**src/rtl/button_capture_responder_if.sv**
```systemverilog
// Avalon-MM slave bus bundle for the push-button capture responder.
// The interconnect side uses the master modport, the responder the slave modport.
interface button_capture_responder_if;
    logic [1:0]  avs_address;
    logic        avs_chipselect;
    logic        avs_read;
    logic        avs_write;
    logic [31:0] avs_writedata;
    logic [31:0] avs_readdata;

    modport master (
        output avs_address,
        output avs_chipselect,
        output avs_read,
        output avs_write,
        output avs_writedata,
        input  avs_readdata
    );

    modport slave (
        input  avs_address,
        input  avs_chipselect,
        input  avs_read,
        input  avs_write,
        input  avs_writedata,
        output avs_readdata
    );
endinterface

```
**src/rtl/button_capture_responder.sv**
```systemverilog
// Push-button responder: 2-FF synchroniser, per-bit debounce counter,
// press-edge capture into a write-1-to-clear register, maskable level irq.
// Read data is registered with a fixed latency of one cycle.
module button_capture_responder #(
    parameter int WIDTH           = 2,
    parameter int DEBOUNCE_CYCLES = 50000,
    parameter int CAPTURE_FALLING = 1
) (
    input  logic                          clk_clk,
    input  logic                          reset_reset,
    input  logic [WIDTH-1:0]              button_in,
    button_capture_responder_if.slave     avs,
    output logic                          irq
);

    localparam int CNT_W = (DEBOUNCE_CYCLES > 1) ? $clog2(DEBOUNCE_CYCLES) : 1;
    localparam logic [CNT_W-1:0] CNT_MAX = CNT_W'(DEBOUNCE_CYCLES - 1);

    // synchroniser, debounce and edge state
    logic [WIDTH-1:0] sync1_r;
    logic [WIDTH-1:0] sync2_r;
    logic [WIDTH-1:0] deb_r;
    logic [WIDTH-1:0] deb_prev_r;
    logic [CNT_W-1:0] cnt_r [WIDTH];
    logic [WIDTH-1:0] mask_r;
    logic [WIDTH-1:0] edge_r;
    logic [31:0]      readdata_r;
    logic             irq_r;

    // next-state signals
    logic [WIDTH-1:0] deb_next_s;
    logic [CNT_W-1:0] cnt_next_s [WIDTH];
    logic [WIDTH-1:0] edge_set_s;
    logic [WIDTH-1:0] edge_clr_s;
    logic [WIDTH-1:0] edge_next_s;
    logic [WIDTH-1:0] mask_next_s;
    logic [WIDTH-1:0] data_view_s;
    logic [31:0]      rd_mux_s;
    logic             rd_s;
    logic             wr_s;
    logic             wdata_unused_s;

    assign rd_s = avs.avs_chipselect & avs.avs_read;
    assign wr_s = avs.avs_chipselect & avs.avs_write;

    // Upper write-data bits beyond WIDTH carry no meaning for this block.
    assign wdata_unused_s = ^avs.avs_writedata;

    // Debounce: count while the synchronised level disagrees, accept at terminal count.
    always_comb begin
        deb_next_s = deb_r;
        for (int i = 0; i < WIDTH; i++) begin
            cnt_next_s[i] = '0;
            if (sync2_r[i] != deb_r[i]) begin
                if (cnt_r[i] == CNT_MAX) begin
                    deb_next_s[i] = sync2_r[i];
                    cnt_next_s[i] = '0;
                end else begin
                    cnt_next_s[i] = cnt_r[i] + CNT_W'(1);
                end
            end else begin
                cnt_next_s[i] = '0;
            end
        end
    end

    // Edge capture and bus-side register updates; a set beats a same-cycle clear.
    always_comb begin
        edge_set_s  = '0;
        edge_clr_s  = '0;
        mask_next_s = mask_r;
        data_view_s = deb_r;
        if (CAPTURE_FALLING != 0) begin
            edge_set_s  = deb_prev_r & ~deb_r;
            data_view_s = ~deb_r;
        end else begin
            edge_set_s  = ~deb_prev_r & deb_r;
            data_view_s = deb_r;
        end
        if (wr_s && (avs.avs_address == 2'd1)) begin
            mask_next_s = avs.avs_writedata[WIDTH-1:0];
        end else begin
            mask_next_s = mask_r;
        end
        if (wr_s && (avs.avs_address == 2'd3)) begin
            edge_clr_s = avs.avs_writedata[WIDTH-1:0];
        end else begin
            edge_clr_s = '0;
        end
        edge_next_s = (edge_r & ~edge_clr_s) | edge_set_s;
    end

    // Read mux over current register values; unused bits and address 2 read zero.
    always_comb begin
        rd_mux_s = 32'd0;
        case (avs.avs_address)
            2'd0:    rd_mux_s[WIDTH-1:0] = data_view_s;
            2'd1:    rd_mux_s[WIDTH-1:0] = mask_r;
            2'd2:    rd_mux_s = 32'd0;
            2'd3:    rd_mux_s[WIDTH-1:0] = edge_r;
            default: rd_mux_s = 32'd0;
        endcase
    end

    // State registers; reset parks inputs at the released (high) level so no edge is seen.
    always_ff @(posedge clk_clk) begin
        if (reset_reset) begin
            sync1_r    <= '1;
            sync2_r    <= '1;
            deb_r      <= '1;
            deb_prev_r <= '1;
            for (int i = 0; i < WIDTH; i++) begin
                cnt_r[i] <= '0;
            end
            mask_r     <= '0;
            edge_r     <= '0;
            readdata_r <= 32'd0;
            irq_r      <= 1'b0;
        end else begin
            sync1_r    <= button_in;
            sync2_r    <= sync1_r;
            deb_r      <= deb_next_s;
            deb_prev_r <= deb_r;
            for (int i = 0; i < WIDTH; i++) begin
                cnt_r[i] <= cnt_next_s[i];
            end
            mask_r     <= mask_next_s;
            edge_r     <= edge_next_s;
            readdata_r <= rd_s ? rd_mux_s : 32'd0;
            // Tracks |(edge & mask) of the registers themselves, but from a flop.
            irq_r      <= |(edge_next_s & mask_next_s);
        end
    end

    assign avs.avs_readdata = readdata_r;
    assign irq              = irq_r;

endmodule

```
**src/flat_wrapper.sv**
```systemverilog
// flat-port wrapper written by rule: the top's interface ports become plain ports
module button_capture_responder_flat 
#(
    parameter int WIDTH           = 2,
    parameter int DEBOUNCE_CYCLES = 50000,
    parameter int CAPTURE_FALLING = 1
)
  (clk_clk, reset_reset, button_in, irq, avs_avs_address, avs_avs_chipselect, avs_avs_read, avs_avs_write, avs_avs_writedata, avs_avs_readdata);
  button_capture_responder_if avs_i ();
  input  logic clk_clk;
  input  logic reset_reset;
  input  logic [WIDTH-1:0] button_in;
  output logic irq;
  input wire logic [$bits(avs_i.avs_address)-1:0] avs_avs_address;
  input wire logic [$bits(avs_i.avs_chipselect)-1:0] avs_avs_chipselect;
  input wire logic [$bits(avs_i.avs_read)-1:0] avs_avs_read;
  input wire logic [$bits(avs_i.avs_write)-1:0] avs_avs_write;
  input wire logic [$bits(avs_i.avs_writedata)-1:0] avs_avs_writedata;
  output wire logic [$bits(avs_i.avs_readdata)-1:0] avs_avs_readdata;
  assign avs_i.avs_address = avs_avs_address;
  assign avs_i.avs_chipselect = avs_avs_chipselect;
  assign avs_i.avs_read = avs_avs_read;
  assign avs_i.avs_write = avs_avs_write;
  assign avs_i.avs_writedata = avs_avs_writedata;
  assign avs_avs_readdata = avs_i.avs_readdata;
  button_capture_responder #(.WIDTH(WIDTH), .DEBOUNCE_CYCLES(DEBOUNCE_CYCLES), .CAPTURE_FALLING(CAPTURE_FALLING)) u_core (.clk_clk(clk_clk), .reset_reset(reset_reset), .button_in(button_in), .avs(avs_i), .irq(irq));
endmodule
```
**config.mk**
```make
export PLATFORM = sky130hd
export DESIGN_NAME = button_capture_responder_flat
export DESIGN_NICKNAME = d
export VERILOG_FILES = /design/src/rtl/button_capture_responder_if.sv /design/src/rtl/button_capture_responder.sv /design/src/flat_wrapper.sv
export SDC_FILE = /design/constraint.sdc
export NUM_CORES = 1
export LEC_CHECK = 0
export CAP_MARGIN = 30
export CORE_AREA = 2 2 78 80
export CTS_CLUSTER_DIAMETER = 80
export DETAILED_ROUTE_END_ITERATION = 8
export DIE_AREA = 0 0 80 82
export GPL_TIMING_DRIVEN = 0
export MAX_ROUTING_LAYER = met4
export PLACE_DENSITY = 0.7
export SYNTH_ARGS = -nofsm -noshare
export SYNTH_HDL_FRONTEND = slang
export SYNTH_SLANG_ARGS = --single-unit
```
**constraint.sdc**
```tcl
create_clock -name clk_clk -period 2.4 [get_ports clk_clk]
set_input_delay 0.6 -clock clk_clk [delete_from_list [all_inputs] [get_ports clk_clk]]
set_output_delay 0.6 -clock clk_clk [all_outputs]
set_load 0.05 [all_outputs]
```
## Word level (Yosys, flattened, before mapping)

Memories as Yosys holds them, arrays and structs flattened.
Index checks and enable logic that the tools add are counted.

- Flip-flop bits (word level): 45
- RAM bits: 32
- Bits of input ports: 41
- Output and inout bits: 33
- Logic and storage cells: 50
- Memories: 1

Memory list:

| name | depth | bits a word | rd ports | clocked after Yosys merged registers in | write ports | RTL line | RTL |
|---|---|---|---|---|---|---|---|
| u_core.cnt_r | 2 | 16 | 2 | 0 | 2 | button_capture_responder.sv:24 | `logic [CNT_W-1:0] cnt_r [WIDTH];` |

- $add $sub $neg: 2
- Equal/unequal tests: 7
- Multiplexer cells: 12
- Bitwise logic cells: 11
- Reductions and logical operators: 7

Operator list:

| operator | count |
|---|---|
| 2-to-1 mux 16 bit | 6 |
| adder 16 x 1 -> 16 bit (second input constant) | 2 |
| equality test 16 bit (second input constant) | 2 |
| case mux 2 bit (4 select lines) | 1 |
| bitwise AND 2 bit | 3 |
| equality test 2 bit (second input constant) | 2 |
| 2-to-1 mux 2 bit | 2 |
| inverter 2 bit | 2 |
| AND reduction 2 bit | 2 |
| OR reduction 2 bit | 2 |
| 2-to-1 mux 1 bit | 3 |
| bitwise AND 1 bit | 2 |
| equality test 2 x 1 -> 1 bit (second input constant) | 1 |
| logical AND 1 bit | 2 |
| zero test 2 bit | 1 |
| != test 1 bit | 2 |
| bitwise OR 1 bit | 2 |
| bitwise OR 2 bit | 1 |
| inverter 1 bit | 1 |

## Depth between registers and ports, before layout

- Depth after elaboration: 8
- Depth in mapped cells: 6
- Gate-level depth less buffers: 5

## Worst setup path before layout

No wires, ideal clock.

- Path type: register to register
- Start: memory u_core.cnt_r[0][11] in the netlist's numbering
- End: register u_core.deb_r[0]
- Library setup time: 120 ps
- Data arrival time: 1656 ps
- Data required time: 2280 ps
- Path slack: 625 ps
- Cell stages (with the launch flop): 4
- Path buffers: 0
- Period minus slack after synthesis: 1775 ps
- Cell sequence: dfxtp_1 -> or4_1 -> or4_4 -> a211o_1

RTL lines:

| what | RTL line | RTL |
|---|---|---|
| from (decl) | button_capture_responder.sv:24 |  |
| to (signal assigned) | button_capture_responder.sv:122 | `deb_r <= deb_next_s;` |
| to (decl) | button_capture_responder.sv:22 | `logic [WIDTH-1:0] deb_r;` |

## Worst setup path in the final report

- Start: register u_core.irq_r, in the netlist u_core.irq
- End: output irq

RTL lines:

| what | RTL line | RTL |
|---|---|---|
| from (decl) | button_capture_responder.sv:28 | `logic irq_r;` |
| from (signal assigned) | button_capture_responder.sv:131 | `irq_r <= \|(edge_next_s & mask_next_s);` |
| to (decl) | flat_wrapper.sv:13 | `output logic irq;` |

No word-level cell between the ends.

==> flow_summary.ini <==
[synth]
synth_seq_cells = 47
netlist_instances = 247
yosysTopAreaCell = dfxtp_1
synth_ff_type = dfxtp_1
synth_most_common_cell = dfxtp_1
ys_top_cells_by_count = 47 x dfxtp_1, 43 x nor2_1, 30 x buf_4, 28 x xnor2_1, 11 x nor3_1
synth_edf_count = 0
yosysSeqAreaShare_pct = 42.7
yosys_warnings = 0
syn-cell-area_um2 = 2200
avgSynthCellArea_um2 = 8.92
async_flop_share_pct = 0
synthDominantCellAreaShare_pct = 42.7
synthTopCellsByArea = dfxtp_1 43%, xnor2_1 11%, buf_4 10%
synthDistinctLibCells = 34

[place]
hpwl_um = 2700
place_area_um2 = 2530
routabilityCongestion = 0.855
io_buffer_count = 12

[floorplan]
fp.dieH_um = 82
die_area_um2 = 6560
placementRows = 28
coreArea_um2 = 5750
ios = 74
initial_core_util_pct = 38.3
chipWidth_um = 80

[clocking]
clockBufferDepth = 2
ctsHoldBuffers = 0
post_cts_buffers = 0
cts_root_buffer = clkbuf_8
clk_pin_slew_ps = 100
cts_max_level = 2
clock_sinks = 47
clk_latency_ps = 310
cts_made_buffers = 5
tritoncts = built
post_cts_resized = 0

[global_route]
antenna_found_initial = 0
globalRouteOverflowTotal = 0
grt_max_degree = 18
grt_pass1_wl_um = 6110
grt_pass1_vias = 1419
grt_usage_pct = 12.2

[sta]
timing.final.crit_share_pct = 83.8
clock.fmax_mhz = 497
clock_skew_ps = 9.46
hold_violations = 0
slew_viol_final = 0
rsz0062_at_grt = no
min_period_ps = 2010
setup_violations = 0
setup_tns_ps = 0

[setup_path]
rrSetupSlack_ps = 480
cpPeakStageDelay_ps = 790
path_delay_family = buffers and inverters
worstPathMaxFanout = 1
crit_required_ps = 1800
crit_buf_inv = 1
cp.arrival_ps = 1410
crit_slowest_cell = clkdlybuf4s50_1
path_cells = clkdlybuf4s50_1
cp-start-kind = register
criticalPathCategory = reg2out
end_kind = output port

[power_and_ir_drop]
combinationalPowerShare_pct = 12.3
power_per_cell_area_nw_per_um2 = 559
clock_power_share_pct = 34.0
switching_share_pct = 28.2
p_seq_share_pct = 53.7
p_leak_nw = 0.960
switchingPower_uw = 413
cell_internal_pwr_mw = 1.05
vdd_drop_max_mv = 0.359

[layout]
drive_gt1_share_pct = 17.6
fin_nets = 338
area_growth_pct = 18.9
fin_area_um2 = 2620
postLayoutCoreUtil_pct = 45.6
antenna_cells = 0

[drt]
drtPass1Iterations = 4
dr.first_iter.drc_count = 43
vias_per_cell = 4.36
drtAntennaViolNets = 0
routed_wl_um = 3610
vias = 1619
route.detailed.drc = 0
wire_per_inst_um = 9.72

[worst_hold_path]
hold_class = reg2reg

[run_status]
status = finished, final reports clean

[flow_run]
drv_cap = 0
cell families (layout without fill, tap and decap cells):
family	Yosys count	count (layout)	synth area share, %
AOI/OAI and AO/OA	7	7	2.10
xor gates and xnor gates	30	30	11.9
adders and majority gates	2	2	1.14
buffers and inverters	42	62	12.6
DFF	47	47	42.7
muxes	4	4	1.93
other	1	30	0.170
and+or+nand+nor	114	114	27.4
worst paths after layout:
check | startpoint | endpoint | cells past startpoint
worst max register to register | u_core.cnt_r[0][0]$_SDFF_PP0_ | u_core.cnt_r[0][13]$_SDFF_PP0_ | 6
worst min register to register | u_core.sync1_r[0]$_SDFF_PP1_ | u_core.sync2_r[0]$_SDFF_PP1_ | 1
worst min-delay path | u_core.sync1_r[0]$_SDFF_PP1_ | u_core.sync2_r[0]$_SDFF_PP1_ | 1
worst max-delay path | u_core.irq$_SDFF_PP0_ | irq | 1
power by group through the flow:
stage          clock [mW]  sequential (mW)  combinational, mW
2_1_floorplan           0            0.805              0.157
3_3_place_gp            0            0.805              0.179
3_5_place_dp            0            0.805              0.179
4_1_cts             0.515            0.787              0.180
5_1_grt             0.551            0.788              0.191
6_report            0.498            0.787              0.181
routing by layer:
layer	GRT usage, %	up-vias	part of all wire [%]
met3	3.30	7	4.6
met1	14.8	715	49
met5	-	-	0
li1	-	866	-
met2	19.0	31	45
met4	5.59	0	1.8
placed cells by master, fill, tap and decap left out, types with 2 or more instances in the layout:
cell / Yosys / routed
xnor2_1: 28 / 28
nor2_1: 43 / 43
nand3_1: 8 / 8
a211o_1: 2 / 2
or2_2: 7 / 7
buf_4: 30 / 30
clkdlybuf4s50_1: 0 / 12
mux2_2: 2 / 2
and4_1: 2 / 2
conb_1: 1 / 30
nand2_1: 10 / 10
inv_1: 8 / 8
clkbuf_8: 0 / 5
nor3_1: 11 / 11
nor4_1: 9 / 9
nand4b_1: 2 / 2
clkbuf_1: 3 / 3
nand4_1: 10 / 10
nor2b_1: 2 / 2
xor2_1: 2 / 2
mux2i_1: 2 / 2
ha_1: 2 / 2
inv_6: 0 / 2
dfxtp_1: 47 / 47
a21oi_1: 4 / 4
area by class of cell:
class	instances	area [µm²]
fillers	589	3130
multi-input cells	187	1090
flip-flops and latches	47	941
plain buffers	34	248
repair buffers	12	120
well taps	75	93.8
clock buffers	5	68.8
inverters	8	30.0
clock inverters	3	25.0
flip-flops by register name (all words and copies together) (netlist names):
signal                   cells
u_core.avs.avs_readdata      2
u_core.cnt_r                32
u_core.deb_prev_r            2
u_core.deb_r                 2
u_core.edge_r                2
u_core.irq                   1
u_core.mask_r                2
u_core.sync1_r               2
u_core.sync2_r               2
through the flow:
step                      hold WS [ps]  setup slack [ps]  instances  total power, mW
after global placement             395               385        363            0.984
after floorplan                    389               625        276            0.962
after detailed placement           395               344        363            0.985
after global routing               431               298        371             1.53
after CTS                          419               375        371             1.48
final                              417               388        371             1.47
Note: power is estimated with default switching activity, not from simulation.
==> edit: new RTL, config.mk and constraints unchanged <==
`CAPTURE_FALLING` is set to 1 in 2 places; all go to 0.
--- a/src/rtl/button_capture_responder.sv
+++ b/src/rtl/button_capture_responder.sv
@@ -6,3 +6,3 @@
     parameter int DEBOUNCE_CYCLES = 50000,
-    parameter int CAPTURE_FALLING = 1
+    parameter int CAPTURE_FALLING = 0
 ) (
--- a/src/flat_wrapper.sv
+++ b/src/flat_wrapper.sv
@@ -5,3 +5,3 @@
     parameter int DEBOUNCE_CYCLES = 50000,
-    parameter int CAPTURE_FALLING = 1
+    parameter int CAPTURE_FALLING = 0
 )
Check against the original RTL: not equivalent (Yosys sat finds a counterexample within 4 cycles, from zero or initial values and one cycle with reset_reset high).
==> edit against the original RTL <==
- power is 3.6% higher
- non-clock buffer count stayed put
- setup slack better by 0.0089 ns
- synthesized cell count is 0.40% lower
- cell area is 0.29% higher
- synthesized area hardly changed
- routed wire length is 3.3% lower
- sequential cell count stayed put
==> edit: results (changes against the original RTL) <==
Global routing
  – GR Util All Layers: 12.3% (+0.078 points)
  – First-pass GRT wire length: 6230 um (+2.0%)
  – Pin count of the biggest net entering global routing: 14 (-4)
  – Number of global-route vias before repair: 1481 (+4.4%)

Route
  – Via count: 1611 (-0.49%)
  – Initial DRC count: 97 (+130%)
  – 1st-pass router iterations: 4 (unchanged)
  – Via density: 4.37 (about the same)
  – Wire per inst: 9.45 um (-2.8%)

Cells and area
  – # diodes: 0 (unchanged)
  – Layout cells sized above 1: 17.0% (-0.56 points)
  – Final nets: 337 (-0.30%)
  – Fillcell total: 547 (-7.1%)

Clocking
  – Postcts setup bufs: 0 (unchanged)
  – Clock root cell: clkbuf_8
  – Clock Latency Late Sink: 0.29 ns (-0.02 ns)
  – Post-CTS Resized: 0 (unchanged)
  – Reg clk slew, reported paths: 0.08 ns (-0.02 ns)
  – Clk buf depth: 2 (unchanged)

Yosys
  – Synth cell count leaders: dfxtp_1 (47), nor2_1 (44), buf_4 (30)
  – Yosys cell types: 35 (+2.9%)
  – Avg Cell Area, Syn: 8.95 um^2 (+0.35%)
  – Share of the yosys chip area belonging to registers: 42.7% (about the same)
  – Post-synth ARST share: 0% (unchanged)
  – Synth area leaders: dfxtp_1 (43%), xnor2_1 (11%), buf_4 (10%)

Critical path
  – Crit path max fanout: 1 (unchanged)
  – Reg2reg end: u_core.cnt_r[0][8]
  – Critical path arrival: 1.40 ns
  – Flop-to-flop setup slack: 0.43 ns (-0.05 ns)

Placed design
  – DP Cell Count: 362 (-0.28%)
  – HPWL Detailed: 2620 um (-2.9%)
  – Routability cong.: 0.793 (-7.2%)
  – Area post-placement: 2520 um^2 (about the same)
  – Dpl ws: 0.390 ns (+0.0464 ns)
  – IO Port Bufs: 12 (unchanged)

STA
  – Least-Margin Pin Slew: 0.498 ns
  – Worst Skew: 0.0113 ns (+0.00181 ns)

Pwr
  – Worst VDD drop: 421 uV (+17%)
  – Pleak: 0.970 nW (+1.0%)

Run status
  – Outcome: completed

Min path
  – Hold path start: u_core.sync1_r[0]
edit: stage by stage:
| stage | power (mW) | hold slack, ns |
|---|---|---|
| after CTS | 1.54 | 0.422 |
| after global routing | 1.58 | 0.443 |
| after detailed placement | 0.990 | 0.403 |
| after global placement | 0.990 | 0.396 |
| final | 1.52 | 0.417 |
| after floorplan | 0.966 | 0.389 |
edit: cell families after synthesis:
group / Yosys count / synth area share [%]
xor gates and xnor gates: 30 / 11.9
AOI/OAI and AO/OA: 7 / 2.33
and+or+nand+nor: 113 / 27.2
buffers and inverters: 42 / 12.6
adders and majority gates: 2 / 1.14
DFF: 47 / 42.7
other: 1 / 0.170
muxes: 4 / 1.93
edit: layout make-up:
type	count	area, um^2	area share, %
plain buffers	34	248	9.43
clock buffers	6	72.6	2.76
clock inverters	1	30.0	1.14
inverters	8	30.0	1.14
multi-input cells	186	1090	41.6
flip-flops and latches	47	941	35.8
well taps	75	93.8	3.57
repair buffers	12	120	4.57
edit: worst max path at each step:
stage	start	end	depth (start not counted)	slack, ns
3_3_place_gp	avs_avs_address[1]	u_core.irq	5	0.39
6_report	u_core.avs.avs_readdata[1]	avs_avs_readdata[1]	1	0.40
2_1_floorplan	u_core.cnt_r[0][11]	u_core.data_view_s[0]	3	0.62
5_1_grt	u_core.cnt_r[0][0]	u_core.cnt_r[0][8]	6	0.31
3_5_place_dp	avs_avs_address[1]	u_core.irq	5	0.39
4_1_cts	u_core.irq	irq	1	0.38
edit: per-layer routing:
metal | global-route usage, % | wire length (um) | vias up
li1 | - | - | 867
met1 | 14.4 | 1650 | 711
met2 | 19.9 | 1610 | 28
met3 | 3.30 | 167 | 5
met4 | 5.42 | 61 | 0
met5 | - | 0 | -
edit: power by group:
group	leakage (nW)	internal [mW]	switching, mW	total, mW
registers	0.380	0.784	0.00277	0.787
clock network	0.0513	0.305	0.240	0.546
logic	0.539	0.0573	0.128	0.186
